## src/rtl/time_entry.sv

```systemverilog
// time_entry: keypad time-setting front end.
// Collects up to four BCD digits {H10,H1,M10,M1}, supports backspace,
// cancel and enter, validates the entry as a 24-hour time and hands the
// result to the counting logic as new_time plus a one-cycle set_time pulse.
// Optional build macro: TIME_ENTRY_TIMEOUT_EN abandons an unfinished entry
// (or an unacknowledged error) after TIMEOUT_CYCLES idle clock cycles.
//
// Key handshake: a key is taken on a rising clk edge when key_valid and
// key_ready are both high; a key offered while key_ready is low is dropped,
// never queued, and the source need not hold it.
//
// Commit timing: new_time is loaded on the CHECK->COMMIT edge and set_time is
// registered from the COMMIT state, so new_time has been stable for one full
// cycle when set_time rises and stays unchanged afterwards.
module time_entry #(
    parameter int unsigned TIMEOUT_CYCLES = 1000
) (
    input  logic        clk,
    input  logic        reset,
    input  logic        key_valid,
    input  logic [3:0]  key_code,
    output logic        key_ready,
    output logic [15:0] new_time,
    output logic        set_time,
    output logic [15:0] entry_digits,
    output logic [2:0]  digit_count,
    output logic        entry_active,
    output logic        entry_error,
    output logic [2:0]  fsm_state
);

    typedef enum logic [2:0] {
        ST_IDLE   = 3'd0,
        ST_ENTRY  = 3'd1,
        ST_CHECK  = 3'd2,
        ST_COMMIT = 3'd3,
        ST_ERROR  = 3'd4
    } state_t;

    localparam logic [3:0] KEY_ENTER  = 4'hA;
    localparam logic [3:0] KEY_BACK   = 4'hB;
    localparam logic [3:0] KEY_CANCEL = 4'hC;

    state_t      state_q, state_d;
    logic [15:0] digits_q, digits_d;
    logic [2:0]  count_q, count_d;
    logic [15:0] new_time_q, new_time_d;
    logic        set_time_q;

    logic        key_acc;
    logic        is_digit;
    logic        entry_ok;

    assign key_ready = (state_q == ST_IDLE) || (state_q == ST_ENTRY) ||
                       (state_q == ST_ERROR);
    assign key_acc   = key_valid && key_ready;
    assign is_digit  = (key_code <= 4'd9);

    // 24-hour validity of the four-digit buffer {H10,H1,M10,M1}.
    assign entry_ok = (count_q == 3'd4) &&
                      (digits_q[15:12] <= 4'd2) &&
                      (digits_q[11:8]  <= 4'd9) &&
                      (digits_q[7:4]   <= 4'd5) &&
                      (digits_q[3:0]   <= 4'd9) &&
                      ((digits_q[15:12] < 4'd2) || (digits_q[11:8] <= 4'd3));

`ifdef TIME_ENTRY_TIMEOUT_EN
    localparam int unsigned TMO_W = (TIMEOUT_CYCLES < 2) ? 1 : $clog2(TIMEOUT_CYCLES);
    localparam logic [TMO_W-1:0] TMO_LAST = TMO_W'(TIMEOUT_CYCLES - 1);

    logic [TMO_W-1:0] tmo_q, tmo_d;
    logic             tmo_run;
    logic             tmo_hit;

    // The counter only runs while waiting on the user in ENTRY or ERROR.
    assign tmo_run = ((state_q == ST_ENTRY) || (state_q == ST_ERROR)) && !key_acc;
    assign tmo_hit = tmo_run && (tmo_q == TMO_LAST);

    // Idle-cycle counter: cleared by any accepted key or outside ENTRY/ERROR.
    always_comb begin
        tmo_d = '0;
        if (tmo_run && !tmo_hit) begin
            tmo_d = tmo_q + 1'b1;
        end
    end

    // Timeout counter register.
    always_ff @(posedge clk or negedge reset) begin
        if (!reset) begin
            tmo_q <= '0;
        end else begin
            tmo_q <= tmo_d;
        end
    end
`endif

    // Next-state, buffer and committed-time logic.
    always_comb begin
        state_d    = state_q;
        digits_d   = digits_q;
        count_d    = count_q;
        new_time_d = new_time_q;

        unique case (state_q)
            ST_IDLE: begin
                if (key_acc && is_digit) begin
                    digits_d = {key_code, 12'h000};
                    count_d  = 3'd1;
                    state_d  = ST_ENTRY;
                end
            end

            ST_ENTRY: begin
                if (key_acc) begin
                    if (is_digit) begin
                        // A fifth digit is ignored; the buffer stays full.
                        if (count_q < 3'd4) begin
                            case (count_q)
                                3'd1:    digits_d[11:8] = key_code;
                                3'd2:    digits_d[7:4]  = key_code;
                                3'd3:    digits_d[3:0]  = key_code;
                                default: digits_d       = digits_q;
                            endcase
                            count_d = count_q + 3'd1;
                        end
                    end else if (key_code == KEY_ENTER) begin
                        state_d = ST_CHECK;
                    end else if (key_code == KEY_BACK) begin
                        case (count_q)
                            3'd1:    digits_d[15:12] = 4'h0;
                            3'd2:    digits_d[11:8]  = 4'h0;
                            3'd3:    digits_d[7:4]   = 4'h0;
                            3'd4:    digits_d[3:0]   = 4'h0;
                            default: digits_d        = digits_q;
                        endcase
                        count_d = count_q - 3'd1;
                        if (count_q == 3'd1) begin
                            state_d = ST_IDLE;
                        end
                    end else if (key_code == KEY_CANCEL) begin
                        digits_d = '0;
                        count_d  = '0;
                        state_d  = ST_IDLE;
                    end
                end
            end

            ST_CHECK: begin
                if (entry_ok) begin
                    new_time_d = digits_q;
                    state_d    = ST_COMMIT;
                end else begin
                    state_d = ST_ERROR;
                end
            end

            ST_COMMIT: begin
                digits_d = '0;
                count_d  = '0;
                state_d  = ST_IDLE;
            end

            ST_ERROR: begin
                // Whatever key acknowledges the error is discarded.
                if (key_acc) begin
                    digits_d = '0;
                    count_d  = '0;
                    state_d  = ST_IDLE;
                end
            end

            default: begin
                digits_d = '0;
                count_d  = '0;
                state_d  = ST_IDLE;
            end
        endcase

`ifdef TIME_ENTRY_TIMEOUT_EN
        if (tmo_hit) begin
            digits_d = '0;
            count_d  = '0;
            state_d  = ST_IDLE;
        end
`endif
    end

    // State, buffer, committed time and set_time registers.
    always_ff @(posedge clk or negedge reset) begin
        if (!reset) begin
            state_q    <= ST_IDLE;
            digits_q   <= '0;
            count_q    <= '0;
            new_time_q <= '0;
            set_time_q <= 1'b0;
        end else begin
            state_q    <= state_d;
            digits_q   <= digits_d;
            count_q    <= count_d;
            new_time_q <= new_time_d;
            set_time_q <= (state_q == ST_COMMIT);
        end
    end

    assign new_time     = new_time_q;
    assign set_time     = set_time_q;
    assign entry_digits = digits_q;
    assign digit_count  = count_q;
    assign entry_active = (state_q != ST_IDLE);
    assign entry_error  = (state_q == ST_ERROR);
    assign fsm_state    = state_q;

endmodule

```

## config.mk

```make
export PLATFORM = sky130hd
export DESIGN_NAME = time_entry
export DESIGN_NICKNAME = d
export VERILOG_FILES = /design/src/rtl/time_entry.sv
export SDC_FILE = /design/constraint.sdc
export NUM_CORES = 1
export LEC_CHECK = 0
export ABC_AREA = 1
export BUFFER_PORTS_ARGS = -buffer_cell sky130_fd_sc_hd__buf_2
export CAP_MARGIN = 0
export CORE_MARGIN = 3
export CORE_UTILIZATION = 58
export CTS_CLUSTER_SIZE = 28
export DETAILED_ROUTE_END_ITERATION = 10
export PLACE_DENSITY = 0.94
export SLEW_MARGIN = 40
export SYNTH_ARGS = -nofsm -noshare
export SYNTH_HDL_FRONTEND = slang
export SYNTH_SLANG_ARGS = --single-unit
```

## constraint.sdc

```tcl
create_clock -name clk -period 2.9 [get_ports clk]
set_input_delay 0.145 -clock clk [delete_from_list [all_inputs] [get_ports clk]]
set_output_delay 0.145 -clock clk [all_outputs]
set_load 0.01 [all_outputs]
```

==> results.sh <==
export IMPL_hold_buffers=1
export IMPL_ant_nets=0
export IMPL_cts_tree="done"
export IMPL_ys_seq_area_frac=0.457
export IMPL_crit_path_end_kind="flop"
export IMPL_p_seq_frac=0.381
export IMPL_max_clock_freq_mhz=535
export IMPL_finalHoldViolCount=0
export IMPL_path_class="flop to flop"
export IMPL_vias_per_cell=5.32
export IMPL_clk_insertion_delay_late_ns=0.29
export IMPL_power_leakage_nw=1.47
export IMPL_area_growth_pct=20.6
export IMPL_setup_violations=0
export IMPL_finClkSkew_ns=0.00826
export IMPL_clk_path_buf_depth=2
export IMPL_ys_ff_latch=39
export IMPL_dr_pass1_iters=4
export IMPL_drive_gt1_frac=0.244
export IMPL_cts_made_buffers=5
export IMPL_syn_nets=285
export IMPL_insertedDiodeCount=0
export IMPL_core_region_area_um2=3440
export IMPL_grt_use_total=0.243
export IMPL_drc=0
export IMPL_dieArea_um2=4440
export IMPL_cts_sinks=39
export IMPL_antenna_found_initial=0
export IMPL_n_fill_cell=246
export IMPL_slew_headroom=0.753
export IMPL_switching_share=0.413
export IMPL_cts_root_buffer="clkbuf_8"
export IMPL_netlist_instances=272
export IMPL_totalNegativeSetupSlack_ns=0
export IMPL_p_int_mw=1.19
export IMPL_dieHeight_um=66.6
export IMPL_drt_wl_total_um=4940
export IMPL_switchingPower_mw=0.836
export IMPL_clockPowerShare=0.222
export IMPL_worst_pin_slew_ns=0.366
export IMPL_io_buffers=48
export IMPL_yosys_warnings=0
export IMPL_clk_pin_slew_ns=0.08
export IMPL_worstPathArrival_ns=2.04
export IMPL_status="finished, final reports clean"
export IMPL_crit_path_max_fanout=23
export IMPL_worstSetupStartpointType="flop"
export IMPL_netlist_area_um2=2130
export IMPL_grt_overflow=0
export IMPL_start_util=0.620
export IMPL_ios=49
export IMPL_min_path_type="input pin to flop"
export IMPL_worstPathRequired_ns=3.07
export IMPL_hpwl_um=3750
export IMPL_critPathSlowestCell="dfrtp_1"
export IMPL_crit_chain="inv_1 > ha_1 > nand4_1 > nor2_1 > nand3_1 > buf_4 > nand2_1 > o21ai_0"
export IMPL_finalMaxSlewViolations=0
export IMPL_finalCriticalPeriod_ns=1.87
export IMPL_drtIter0Drc=146
export IMPL_rsz0062_at_grt="false"
export IMPL_rows=21
export IMPL_grt_max_degree=27
export IMPL_gp_congestion=0.917
export IMPL_htreeDepth=2
export IMPL_ir_drop_mv=0.462
export IMPL_layout_common_cells="nand2_1, buf_2, dfrtp_1, inv_1, nor2_1"
export IMPL_yosysUniqueCellTypes=23
export IMPL_final_common_cell="nand2_1"
export IMPL_ctsResizeCount=0
export IMPL_whs_ns=0.237
export IMPL_cts_setup_buffers=0
export IMPL_combPwrFrac=0.396
export IMPL_grt_pass1_wl_um=8150
export IMPL_syn_area_per_cell_um2=7.84
export IMPL_wl_per_cell_um=13.2
export IMPL_maxCapViolCount=0
export IMPL_fin_crit_sh=0.644
export IMPL_dieWidth_um=66.6
export IMPL_nNetsFinal=340
export IMPL_vias=1990
export IMPL_cp_slowest_stage_delay_ns=0.43
export IMPL_grt_pass1_vias=1822
export IMPL_p_per_area_nw_per_um2=787
[synthesized netlist by cell type]
library cell  number  area, µm²
inv_1             36        135
nand3_1           17       85.1
nor3_4             1       16.3
dfrtp_1           39        976
a22oi_1            1       7.51
nor2_4             7       78.8
xnor2_1            1       8.76
nor3_1             1       5.00
ha_1               6       75.1
o21ai_0           20        100
nand4_1           11       68.8
nor2_2             2       12.5
nand2_2            3       18.8
o21ai_1            1       5.00
nand3_2            3       30.0
nor2_8             1       20.0
buf_2              3       15.0
nand2_1           89        334
o22ai_1            1       6.26
inv_2              2       7.51
nand2_4            3       33.8
nor2_1            21       78.8
a21oi_1            3       15.0
[stage by stage]
stage	instance area, µm²	instances	power [mW]	utilization	setup WS [ns]
2_1_floorplan	2130	272	1.30	-	1.44
5_1_grt	2570	374	2.17	0.748	0.795
4_1_cts	2570	374	2.03	0.748	1.04
3_5_place_dp	2450	365	1.57	0.712	1.08
3_3_place_gp	2420	364	1.53	0.704	1.23
6_report	2570	374	2.02	0.748	1.03
[power groups by stage]
stage	clock, mW	combinational, mW	sequential (mW)
finish	0.450	0.803	0.772
global route	0.480	0.901	0.792
CTS	0.454	0.800	0.771
detailed placement	0	0.791	0.781
global placement	0	0.756	0.774
floorplan	0	0.485	0.813
[flip-flops by register name, indices dropped and copies added (netlist names)]
signal	flops
entry_digits	16
new_time	16
digit_count	3
fsm_state	3
set_time	1
[path summary, 6_finish.rpt]
kind / start / end / slack [ns] / cells after the start
min in group asynchronous: reset / entry_digits[14] / 0.29 / 2
max in group asynchronous: reset / entry_digits[1] / 2.16 / 3
worst max register to register: digit_count[0] / new_time[4] / 1.03 / 8
worst min-delay path: key_valid / fsm_state[2] / 0.24 / 4
worst max-delay path: digit_count[0] / new_time[4] / 1.03 / 8
worst min register to register: new_time[15] / new_time[15] / 0.46 / 2
[layer usage]
metal  up-vias  track usage  share of wire
met4         0        0.132          0.031
li1        968            -              -
met3        16       0.0422          0.051
met2        60        0.411           0.50
met5         -            0              0
met1       946        0.292           0.41
[cell families after synthesis]
group	share of synthesized area
compound gates	0.0628
xor+xnor	0.00411
fa+ha+maj	0.0352
buf+inv	0.0739
flops	0.457
simple gates	0.367
[worst max-delay path: cells and delay by family (launching register included)]
kind | cells | cell delay (ns)
AND/OR/NAND/NOR | 4 | 0.59
flip-flops | 1 | 0.43
AO/OA/AOI/OAI | 1 | 0.09
buffers and inverters | 2 | 0.46
adder cells (fa/ha/maj) | 1 | 0.18
[layout make-up]
cell class,instances,area [µm²],share of cell area
inverters,38,143,0.0554
clock buffers,5,68.8,0.0267
clock inverters,3,43.8,0.0170
well taps,46,57.6,0.0224
flip-flops and latches,39,976,0.379
repair buffers,51,285,0.111
multi-input cells,192,1000,0.388
(Power assumes the default switching activity.)
